File: config.mk
export PLATFORM = sky130hd
export DESIGN_NAME = xor_stream_descrambler
export DESIGN_NICKNAME = d
export VERILOG_FILES = /design/src/rtl/xor_stream_descrambler.sv
export SDC_FILE = /design/constraint.sdc
export NUM_CORES = 1
export LEC_CHECK = 0
export ABC_AREA = 0
export CAP_MARGIN = 10
export CORE_UTILIZATION = 59
export CTS_BUF_LIST = sky130_fd_sc_hd__clkbuf_4 sky130_fd_sc_hd__clkbuf_8
export CTS_CLUSTER_SIZE = 24
export DETAILED_ROUTE_END_ITERATION = 6
export GPL_TIMING_DRIVEN = 0
export PLACE_DENSITY_LB_ADDON = 0.05
export SLEW_MARGIN = 20
export SYNTH_ARGS = -nofsm -noshare
export SYNTH_HDL_FRONTEND = slang
export SYNTH_SLANG_ARGS = --single-unit
File: constraint.sdc
create_clock -name clk -period 3.17 [get_ports clk]
set_clock_uncertainty 0.2 [all_clocks]
set_input_delay 0.4755 -clock clk [delete_from_list [all_inputs] [get_ports clk]]
set_output_delay 0.4755 -clock clk [all_outputs]
set_load 0.05 [all_outputs]
File: src/rtl/xor_stream_descrambler.sv
// Receive-side descrambler: hunts for a sync word, strips an additive LFSR keystream
// from each payload byte and checks the trailing XOR-parity byte of every frame.
module xor_stream_descrambler #(
    parameter int                 DATA_W    = 8,
    parameter int                 LFSR_W    = 7,
    parameter logic [LFSR_W-1:0]  POLY      = 7'h48,
    parameter logic [LFSR_W-1:0]  SEED      = 7'h7F,
    parameter logic [DATA_W-1:0]  SYNC_WORD = 8'hA5,
    parameter int                 FRAME_LEN = 16
) (
    input  logic              clk,
    input  logic              rst_n,
    input  logic [DATA_W-1:0] in_data,
    input  logic              in_valid,
    output logic              in_ready,
    output logic [DATA_W-1:0] out_data,
    output logic              out_valid,
    input  logic              out_ready,
    output logic              out_last,
    output logic              sync_locked,
    output logic              frame_ok,
    output logic              parity_err,
    output logic [7:0]        err_cnt
);

    localparam int CNT_W = (FRAME_LEN > 1) ? $clog2(FRAME_LEN) : 1;
    localparam logic [CNT_W-1:0] LAST_IDX = CNT_W'(FRAME_LEN - 1);

    typedef enum logic [1:0] {
        ST_HUNT    = 2'd0,
        ST_PAYLOAD = 2'd1,
        ST_CHECK   = 2'd2
    } state_t;

    state_t              state_q, state_d;
    logic [LFSR_W-1:0]   lfsr_q, lfsr_d;
    logic [CNT_W-1:0]    cnt_q, cnt_d;
    logic [DATA_W-1:0]   acc_q, acc_d;
    logic [DATA_W-1:0]   out_data_q, out_data_d;
    logic                out_valid_q, out_valid_d;
    logic                out_last_q, out_last_d;
    logic                frame_ok_q, frame_ok_d;
    logic                parity_err_q, parity_err_d;
    logic [7:0]          err_cnt_q, err_cnt_d;

    logic [LFSR_W-1:0]   lfsr_next_s;
    logic [DATA_W-1:0]   ks_s;
    logic [DATA_W-1:0]   plain_s;
    logic                accept_s;

    // Eight LFSR steps per byte; the first feedback bit pairs with the byte LSB.
    function automatic logic [LFSR_W+DATA_W-1:0] keystream(input logic [LFSR_W-1:0] s);
        logic [LFSR_W-1:0] st;
        logic [DATA_W-1:0] ks;
        logic              fb;
        st = s;
        ks = {DATA_W{1'b0}};
        for (int k = 0; k < DATA_W; k++) begin
            fb    = ^(st & POLY);
            ks[k] = fb;
            st    = {st[LFSR_W-2:0], fb};
        end
        return {st, ks};
    endfunction

    assign {lfsr_next_s, ks_s} = keystream(lfsr_q);
    assign plain_s     = in_data ^ ks_s;
    assign in_ready    = (state_q == ST_PAYLOAD) ? (!out_valid_q || out_ready) : 1'b1;
    assign accept_s    = in_valid && in_ready;
    assign sync_locked = (state_q != ST_HUNT);

    assign out_data   = out_data_q;
    assign out_valid  = out_valid_q;
    assign out_last   = out_last_q;
    assign frame_ok   = frame_ok_q;
    assign parity_err = parity_err_q;
    assign err_cnt    = err_cnt_q;

    // Next-state logic for the framing FSM, output register and parity tracking.
    always_comb begin
        state_d      = state_q;
        lfsr_d       = lfsr_q;
        cnt_d        = cnt_q;
        acc_d        = acc_q;
        out_data_d   = out_data_q;
        out_valid_d  = out_valid_q;
        out_last_d   = out_last_q;
        frame_ok_d   = 1'b0;
        parity_err_d = 1'b0;
        err_cnt_d    = err_cnt_q;

        if (out_valid_q && out_ready) begin
            out_valid_d = 1'b0;
            out_last_d  = 1'b0;
        end else begin
            out_valid_d = out_valid_q;
        end

        case (state_q)
            ST_HUNT: begin
                if (accept_s && (in_data == SYNC_WORD)) begin
                    lfsr_d  = SEED;
                    cnt_d   = {CNT_W{1'b0}};
                    acc_d   = {DATA_W{1'b0}};
                    state_d = ST_PAYLOAD;
                end else begin
                    state_d = ST_HUNT;
                end
            end
            ST_PAYLOAD: begin
                // Sync-word values here are plain data; no resync mid-frame.
                if (accept_s) begin
                    out_data_d  = plain_s;
                    out_valid_d = 1'b1;
                    out_last_d  = (cnt_q == LAST_IDX);
                    acc_d       = acc_q ^ plain_s;
                    lfsr_d      = lfsr_next_s;
                    if (cnt_q == LAST_IDX) begin
                        cnt_d   = {CNT_W{1'b0}};
                        state_d = ST_CHECK;
                    end else begin
                        cnt_d   = cnt_q + CNT_W'(1);
                    end
                end else begin
                    state_d = ST_PAYLOAD;
                end
            end
            ST_CHECK: begin
                if (accept_s) begin
                    if (in_data == acc_q) begin
                        frame_ok_d = 1'b1;
                    end else begin
                        parity_err_d = 1'b1;
                        if (err_cnt_q != 8'hFF) begin
                            err_cnt_d = err_cnt_q + 8'd1;
                        end else begin
                            err_cnt_d = err_cnt_q;
                        end
                    end
                    state_d = ST_HUNT;
                end else begin
                    state_d = ST_CHECK;
                end
            end
            default: begin
                state_d = ST_HUNT;
            end
        endcase
    end

    // State and output registers; reset discards any partial frame silently.
    always_ff @(posedge clk or negedge rst_n) begin
        if (!rst_n) begin
            state_q      <= ST_HUNT;
            lfsr_q       <= SEED;
            cnt_q        <= {CNT_W{1'b0}};
            acc_q        <= {DATA_W{1'b0}};
            out_data_q   <= {DATA_W{1'b0}};
            out_valid_q  <= 1'b0;
            out_last_q   <= 1'b0;
            frame_ok_q   <= 1'b0;
            parity_err_q <= 1'b0;
            err_cnt_q    <= 8'd0;
        end else begin
            state_q      <= state_d;
            lfsr_q       <= lfsr_d;
            cnt_q        <= cnt_d;
            acc_q        <= acc_d;
            out_data_q   <= out_data_d;
            out_valid_q  <= out_valid_d;
            out_last_q   <= out_last_d;
            frame_ok_q   <= frame_ok_d;
            parity_err_q <= parity_err_d;
            err_cnt_q    <= err_cnt_d;
        end
    end

endmodule

# [Word level (Yosys, flattened, before mapping)]
# Cells that the tools add are included.
[totals] output_inout_bits=22 register_bits=41
[op_classes] reduce_logical=19 muxes=28 n_eq_ne=9 addsub=2 bitwise=3
[ops] operator="$reduce_xor A7 Y1" count=8
[ops] operator="$mux W8" count=2
[ops] operator="$pmux W8 S2" count=1
[ops] operator="$xor A8 B8 Y8" count=2
[ops] operator="$mux W1" count=14
[ops] operator="$mux W7" count=2
[ops] operator="$pmux W7 S2" count=1
[ops] operator="$mux W4" count=3
[ops] operator="$add A8 B1 Y8 const B" count=1
[ops] operator="$eq A8 B8 Y1" count=1
[ops] operator="$eq A8 B8 Y1 const B" count=1
[ops] operator="$ne A8 B8 Y1 const B" count=1
[ops] operator="$pmux W4 S2" count=1
[ops] operator="$mux W2" count=3
[ops] operator="$pmux W2 S3" count=1
[ops] operator="$add A4 B1 Y4 const B" count=1
[ops] operator="$eq A4 B4 Y1 const B" count=1
[ops] operator="$ne A2 B2 Y1 const B" count=2
[ops] operator="$reduce_and A4 Y1" count=1
[ops] operator="$reduce_bool A2 Y1" count=2
[ops] operator="$logic_and A1 B1 Y1" count=3
[ops] operator="$ne A3 B2 Y1 const B" count=1
[ops] operator="$reduce_and A3 Y1" count=1
[ops] operator="$eq A2 B1 Y1 const B" count=1
[ops] operator="6 further kinds" count=6

# [Longest topological paths before layout]
[depth] depth_word=7 mapped_depth=8

# [Worst setup path before layout]
# OpenSTA, ideal clock, no wires.
[synth_path] path_type="reg-to-reg" startpoint="register err_cnt_q[0] (netlist: err_cnt[0])" endpoint="register err_cnt_q[1] (netlist: err_cnt[1])" path_buffers=0 setup_time_ns=0.125 stages_incl_launch_ff=7 required_time_ns=2.845 arrival_time_ns=1.849 path_slack_ns=0.997 path_cell_list="dfrtp_1 ha_1 nand3_1 nor2_1 and4_1 nor3_1 mux2_2"
[synth_via] elab_chain_cells=2 elab_cells_between_ends=3
[synth_lines] item="start, declared" line="44" rtl="logic [7:0] err_cnt_q, err_cnt_d;"
[synth_lines] item="start signal, assigned" line="174" rtl="err_cnt_q <= err_cnt_d;"
[synth_lines] item="branches (longest 2 deep; another with $add A8 B1 Y8)"
# Several ways; the timed one is not identified.
# A chain may end at the register's enable or synchronous reset.

# [Worst setup path in the final report]
[layout_path] startpoint="input port out_ready" endpoint="output port in_ready"
[layout_via] elab_chain_cells=2
[layout_lines] item="start, declared" line="18" rtl="input logic out_ready,"
[layout_lines] item="$logic_or A1 B1 Y1" line="68" rtl="assign in_ready = (state_q == ST_PAYLOAD) ? (!out_valid_q || out_ready) : 1'b1;"
[layout_lines] item="$mux W1" line="68"
[layout_lines] item="end, declared" line="15" rtl="output logic in_ready,"
# Every way passes these cells.

==> results.tsv <==
stage	metric	value	unit
routing	drt via density	5.47	
place	post-place setup slack	0.383	ns
power_and_ir_drop	Pwr Density	877	nW/µm²
yosys	Compound-Gate Fraction of Synth Area	11.2	%
final_layout	area growth from synthesis to layout	22.3	%
global_route	Remaining Overflow, GRT	0	
floorplanning	total core area	3390	µm²
yosys	cell area after synthesis	2130	µm²
timing	f_max	359	MHz
timing	worst setup margin	0.382	ns
yosys	post-synthesis adder-cell area fraction	1.18	%
global_route	largest net degree at the start of global routing	23	
setup_path	CP required	2.49	ns
yosys	mean post-synth cell area	10.1	µm²
final_layout	nets	266	
final_layout	Final Non-Filler Cells	299	
yosys	main combinational cell family by area after synthesis	simple AND/OR/NAND/NOR gates	
power_and_ir_drop	Leakage Power	1.17	nW
final_layout	ant diodes	0	
clocking	Clk Latency, worst-skew pair	0.35	ns
floorplanning	Die Wd	62.1	µm
timing	Worst slew margin	64.6	%
setup_path	CP cell instances	clkdlybuf4s50_1 -> nand2b_4 -> or2_2 -> clkdlybuf4s50_1	
yosys	register area share after synthesis	48.6	%
clocking	CTS Hold Buffers Added	1	
final_layout	share of cells above drive strength 1	14.2	%
routing	number of DRC markers in iteration 0	85	
place	GPL Wtd Cong	0.800	
timing	final hold violations	0	
place	dpl cells	290	
timing	final setup fails	0	
clocking	CTS Buf Count	5	
global_route	first-pass GRT wire length	6.93	mm
yosys	Mapped Cells	210	
min_path	Min-Delay Path Class	reg -> reg	
global_route	vias in the first global route	1569	
floorplanning	number of I/O pins	34	
floorplanning	Die Area	3850	µm²
timing	crit path time final	2.79	ns
yosys	Seq cells post-synth	41	
global_route	GRT Total Usage	25.7	%
routing	WL met2	1.99	mm
floorplanning	Die Y	62.1	µm
routing	DRT Pass-1 Iters	4	
timing	period utilization	87.9	%
floorplanning	Row Count	21	
timing	Max Slew Vio Count	0	
setup_path	crit-path most repeated cell	clkdlybuf4s50_1	
routing	WL final	4.12	mm
setup_path	worst endpoint data arrival time	2.11	ns
place	DPL Wire Length	3.13	mm
clocking	PostCTS Resize Cnt	0	
setup_path	Setup crit end kind	output pin	
clocking	setup bufs post-CTS	0	
place	PortBufs	33	
yosys	syn_nets	224	
yosys	xor/xnor share of the synthesized area	14.4	%
routing	DRC	0	
final_layout	Fillers	245	
setup_path	Crit Path Class	in -> out	
yosys	Synth cell types	44	
setup_path	Largest stage delay, worst path	0.70	ns
yosys	Synth Area in Simple Gates	18.6	%
clocking	clk buf depth	2	
clocking	TritonCTS clock tree	built	
routing	Top Layer Used	met4	
routing	ANT nets after route	0	
clocking	Clock H-tree levels	2	
setup_path	cell at the slowest stage of the critical path	clkdlybuf4s50_1	
clocking	CTS clock-pin slew for the worst setup and hold paths	0.11	ns
power_and_ir_drop	VDD IR max	0.568	mV
global_route	initial antenna violation count	0	
timing	RSZ-0062 raised after global routing	no	
flow_run	maxcap violations	0	
routing	wl on met1	1.87	mm
yosys	warnings from Yosys	0	
routing	Avg WL per Cell	13.8	µm
run_status	outcome	complete, no violations	
clocking	Sink Count	41	
clocking	root buffer cell	clkbuf_4	
setup_path	worst-path fanout max	5	
timing	setup TNS	0	ns
timing	Worst Tran Pin Value	0.530	ns
setup_path	Startpoint Class	input port	
yosys	mux contribution to synthesized area	2.06	%
routing	Met3 Routed Length	161	µm
routing	via count	1636	
floorplanning	initial core utilization	62.8	%
==> per-stage QoR <==
step                hold WS, ns  utilization, %  area (µm²)  power, mW
floorplan               -0.0201               -        2130       1.73
global placement          0.260            74.2        2520       2.01
detailed placement        0.265            74.9        2540       2.04
CTS                       0.292            76.8        2600       2.30
global route              0.313            76.8        2600       2.45
finish                    0.287            76.8        2600       2.28
==> cell type report <==
cell class                 instances  area, µm²  share of cell area, %
buffer                            11       60.1                   2.31
timing repair buffer              35        363                   13.9
clock buffer                       6       45.0                   1.73
sequential                        41       1030                   39.7
clock inverter                     2       10.0                  0.384
tap                               46       57.6                   2.21
inverter                           6       22.5                  0.865
multi-input combinational        152       1010                   38.8
==> logic make-up after synthesis <==
group	count (synthesis)
simple gates	74
flops	41
compound gates	37
xor+xnor	35
buf+inv	17
mux	4
fa+ha+maj	2
==> state kept, by name, indices dropped and copies added, names as in the netlist <==
signal / cells
frame_ok: 1
out_data: 8
cnt_q: 4
acc_q: 8
lfsr_q: 7
err_cnt: 8
out_last: 1
parity_err: 1
state_q: 2
out_valid: 1
==> report_power, final <==
| part | internal [mW] | switching [mW] |
|---|---|---|
| registers | 0.731 | 0.154 |
| logic | 0.483 | 0.663 |
| clock network | 0.0931 | 0.160 |
| total | 1.31 | 0.977 |
==> worst max-delay path, delay by kind of cell <==
| family | cells | cell delay [ns] |
|---|---|---|
| buffers and inverters | 2 | 1.17 |
| and+or+nand+nor | 2 | 0.47 |
==> path summary, 6_finish.rpt <==
| check | from | end | slack, ns | cells after the start |
|---|---|---|---|---|
| worst min register to register | out_data[6] | out_data[6] | 0.29 | 1 |
| worst max register to register | err_cnt[0] | err_cnt[1] | 1.11 | 6 |
| worst min-delay path | out_data[6] | out_data[6] | 0.29 | 1 |
| min in group asynchronous | rst_n | parity_err | 0.40 | 2 |
| max in group asynchronous | rst_n | lfsr_q[2] | 1.81 | 3 |
| worst max-delay path | out_ready | in_ready | 0.38 | 4 |
==> layout by cell type, fill, tap and decap left out, types with 3 or more instances in the layout <==
| cell | synthesis | final |
|---|---|---|
| a21o_1 | 10 | 10 |
| a21oi_1 | 10 | 10 |
| a31oi_1 | 8 | 8 |
| buf_2 | 4 | 5 |
| clkbuf_1 | 3 | 3 |
| clkbuf_4 | 0 | 6 |
| clkdlybuf4s50_1 | 0 | 32 |
| dfrtp_1 | 34 | 34 |
| dfstp_2 | 7 | 7 |
| inv_1 | 6 | 6 |
| mux2_2 | 3 | 3 |
| nand2_1 | 12 | 12 |
| nand2b_1 | 4 | 4 |
| nand3_1 | 5 | 5 |
| nand4_1 | 3 | 3 |
| nor2_1 | 21 | 21 |
| nor3_1 | 5 | 5 |
| nor4_1 | 4 | 4 |
| o21ai_0 | 3 | 3 |
| or2_2 | 5 | 5 |
| xnor2_1 | 29 | 29 |
| xor2_1 | 6 | 6 |
==> layer usage <==
metal	GRT usage, %	vias to the layer above
met4	11.1	0
met2	42.4	37
met1	31.9	784
met3	6.63	12
li1	-	803
met5	0	-
==> synth_stat cells (all sizes together) <==
| library cell | number | area (µm²) |
|---|---|---|
| xnor2 | 29 | 254 |
| o21ai | 3 | 15.0 |
| and2 | 2 | 12.5 |
| dfrtp | 34 | 851 |
| or2 | 6 | 37.5 |
| o2bb2ai | 1 | 8.76 |
| nor4 | 5 | 37.5 |
| a21o | 10 | 75.1 |
| a211o | 1 | 8.76 |
| nand4b | 1 | 8.76 |
| clkbuf | 5 | 21.3 |
| xor2 | 6 | 52.6 |
| buf | 6 | 38.8 |
| a21oi | 10 | 50.1 |
| mux2i | 1 | 10.0 |
| nand3b | 1 | 7.51 |
| and4 | 1 | 8.76 |
| nand3 | 5 | 25.0 |
| nand2 | 12 | 45.0 |
| nor2 | 21 | 78.8 |
| nand4 | 3 | 18.8 |
| a31oi | 8 | 50.1 |
| o32ai | 1 | 8.76 |
| mux2 | 3 | 33.8 |
| dfstp | 7 | 184 |
| nor2b | 2 | 15.0 |
| nor4b | 1 | 8.76 |
| inv | 6 | 22.5 |
| or3b | 1 | 8.76 |
| and3 | 2 | 12.5 |
| nand2b | 5 | 38.8 |
| nor3 | 5 | 25.0 |
| a21boi | 1 | 7.51 |
| ha | 2 | 25.0 |
| o22ai | 1 | 6.26 |
| a311oi | 1 | 8.76 |
| nor3b | 1 | 7.51 |
Power figures use the tool's default switching activity.
==> variant: new RTL, same settings <==
Change the parameter `DATA_W` from 8 to 12.
--- a/src/rtl/xor_stream_descrambler.sv
+++ b/src/rtl/xor_stream_descrambler.sv
@@ -2,5 +2,5 @@
 // from each payload byte and checks the trailing XOR-parity byte of every frame.
 module xor_stream_descrambler #(
-    parameter int                 DATA_W    = 8,
+    parameter int                 DATA_W    = 12,
     parameter int                 LFSR_W    = 7,
     parameter logic [LFSR_W-1:0]  POLY      = 7'h48,
Ports: changed (resized in_data and out_data); port bits go from 34 to 42. No check against the original RTL was run, so the function may have changed too.
==> variant against the original RTL <==
Setup slack improved by 0.029 ns. Synthesized area increased by 21%. Cell count increased by 19%. Fmax increased by 1.0%. Die area increased by 21%. Sequential share of layout area decreased by 0.65 points. Largest cell class is now multi-input gates. Design area increased by 21%. Wire length increased by 33%. Sequential cell count increased by 8. Via count increased by 18%. Highest routed layer unchanged.
Power is not compared: it rests on default switching activity, and its combinational part moved more than twofold at a synthesized area within 25%.
==> variant: results (changes against the original RTL) <==
stage	metric	value	unit	change
yosys	post-synthesis adder-cell area fraction	0.968	%	-0.21 points
placement	global placement routability congestion	0.866		+8.3%
drt	final WL	5470	um	+33%
drt	DRT iter0 DRCs	202		+140%
clock_network	worst skew pair latency	0.30	ns	-0.05 ns
clock_network	Clock Pin Slew Worst Setup and Hold Paths	0.09	ns	-0.02 ns
critical_path	kind of cell adding the most delay to the critical path	buffers and inverters		
placement	placed cell areas	0.00306	mm2	+21%
yosys	Yosys cell types	43		-2.3%
yosys	mux cell area share after synthesis	1.79	%	-0.27 points
clock_network	Post CTS Setup Buffer Count	0		unchanged
yosys	top post-synthesis cells by area	dfrtp_1 (41%), xnor2_1 (14%), dfstp_2 (7.1%), nand2_1 (4.2%), nor2_1 (3.8%)		
pwr	Max IR drop VDD	0.255	mV	
global_routing	largest net degree at the start of global routing	32		+39%
yosys	post-synthesis xor/xnor area fraction	18.9	%	+4.5 points
cells_and_area	layout cells sized above 1	12.5	%	-1.8 points
critical_path	Reg-to-Reg End	acc_q[6]		
timing	hold_ws	0.286	ns	-0.00152 ns
global_routing	first-pass GRT wire length	8850	um	+28%
placement	PortBufs	40		+21%
placement	placed cell count	346		+19%
yosys	syn nets	273		+22%
critical_path	Critical Path Fanout Max	10		+5
placement	post-detail-place hpwl	3970	um	+27%
yosys	synth cell count leaders	dfrtp_1 (42), xnor2_1 (42), nand2_1 (29)		
cells_and_area	fin cells	355		+19%
cells_and_area	filler cell count	319		+30%
critical_path	Critical Path Max Stage Delay	0.81	ns	+0.11 ns
status	outcome	completed		
critical_path	worst r2r src	lfsr_q[4]		
drt	vias after detailed routing	1932		+18%
critical_path	Setup crit start	state_q[1]		
yosys	Seq/Total Area, Yosys	47.8	%	-0.84 points
yosys	post-synth top area share	40.7	%	+0.68 points
cells_and_area	nets	322		+21%
clock_network	Root Driver	clkbuf_8		
critical_path	critical path arrival	2.08	ns	-0.03 ns
global_routing	grt met1 use	37.3	%	+5.4 points
global_routing	met3 Usage GRT	3.83	%	-2.8 points
drt	Pre-antenna DRT Iters	6		+2
clock_network	CTS Buffer Depth	2		unchanged
yosys	Main synth FF type	dfrtp_1		
global_routing	gr usage total	26.4	%	+0.70 points
clock_network	Num CTS Buffers	5		unchanged
min_path	Hold EP	out_data[6]		
yosys	Synth Area in Compound Gates	6.97	%	-4.3 points
timing	Slew @ Worst Pin	0.504	ns	-0.0260 ns
global_routing	met2 usage	40.8	%	-1.6 points
yosys	Post-Syn Area per Cell	10.1	um2	about the same
critical_path	FF-to-FF setup slack	1.10	ns	
variant: cell count changes in the layout (fill, tap and decap cells not counted), sizes merged, moves of 6 or more:
cell | before | now
xnor2 | 29 | 44
nor2 | 21 | 27
dfrtp | 34 | 42
clkdlybuf4s50 | 32 | 39
nand2 | 12 | 29
a21oi | 10 | 3
a31oi | 8 | 2
nand3 | 5 | 13
o21ai | 3 | 9
or3 | 0 | 6
variant: area by class of cell:
type	count	area (um2)	share of cell area, %
Buffer	12	63.8	2.02
Clock buffer	5	68.8	2.18
Clock inverter	3	17.5	0.554
Inverter	5	18.8	0.594
Multi-Input combinational cell	189	1270	40.1
Sequential cell	49	1230	39.1
Tap cell	50	62.6	1.98
Timing Repair Buffer	42	425	13.5
variant: logic make-up (layout without fill, tap and decap cells):
logic type / Yosys count / after routing
adders and majority gates: 2 / 2
and+or+nand+nor: 103 / 103
xor gates and xnor gates: 54 / 54
muxes: 4 / 4
AOI/OAI and AO/OA: 26 / 26
DFF: 49 / 49
buffers and inverters: 17 / 67
variant: through the flow:
step | power [mW] | worst slack, ns | utilization [%]
after detailed placement | 0.872 | 0.563 | 74.4
after CTS | 1.23 | 0.423 | 76.8
final | 1.22 | 0.411 | 76.8
after global routing | 1.27 | 0.331 | 76.8
after floorplan | 0.794 | 1.25 | -
after global placement | 0.866 | 0.0574 | 74.1
variant: metal layers:
| metal | vias to the layer above | wire length [um] |
|---|---|---|
| met5 | - | 0 |
| met4 | 0 | 102 |
| met3 | 10 | 229 |
| met2 | 55 | 2510 |
| met1 | 914 | 2630 |
| li1 | 953 | - |
variant: what timing repair did:
action,CTS,global route
setup endpoints to repair,0,0
hold endpoints to repair,11,0
hold buffers,1,0
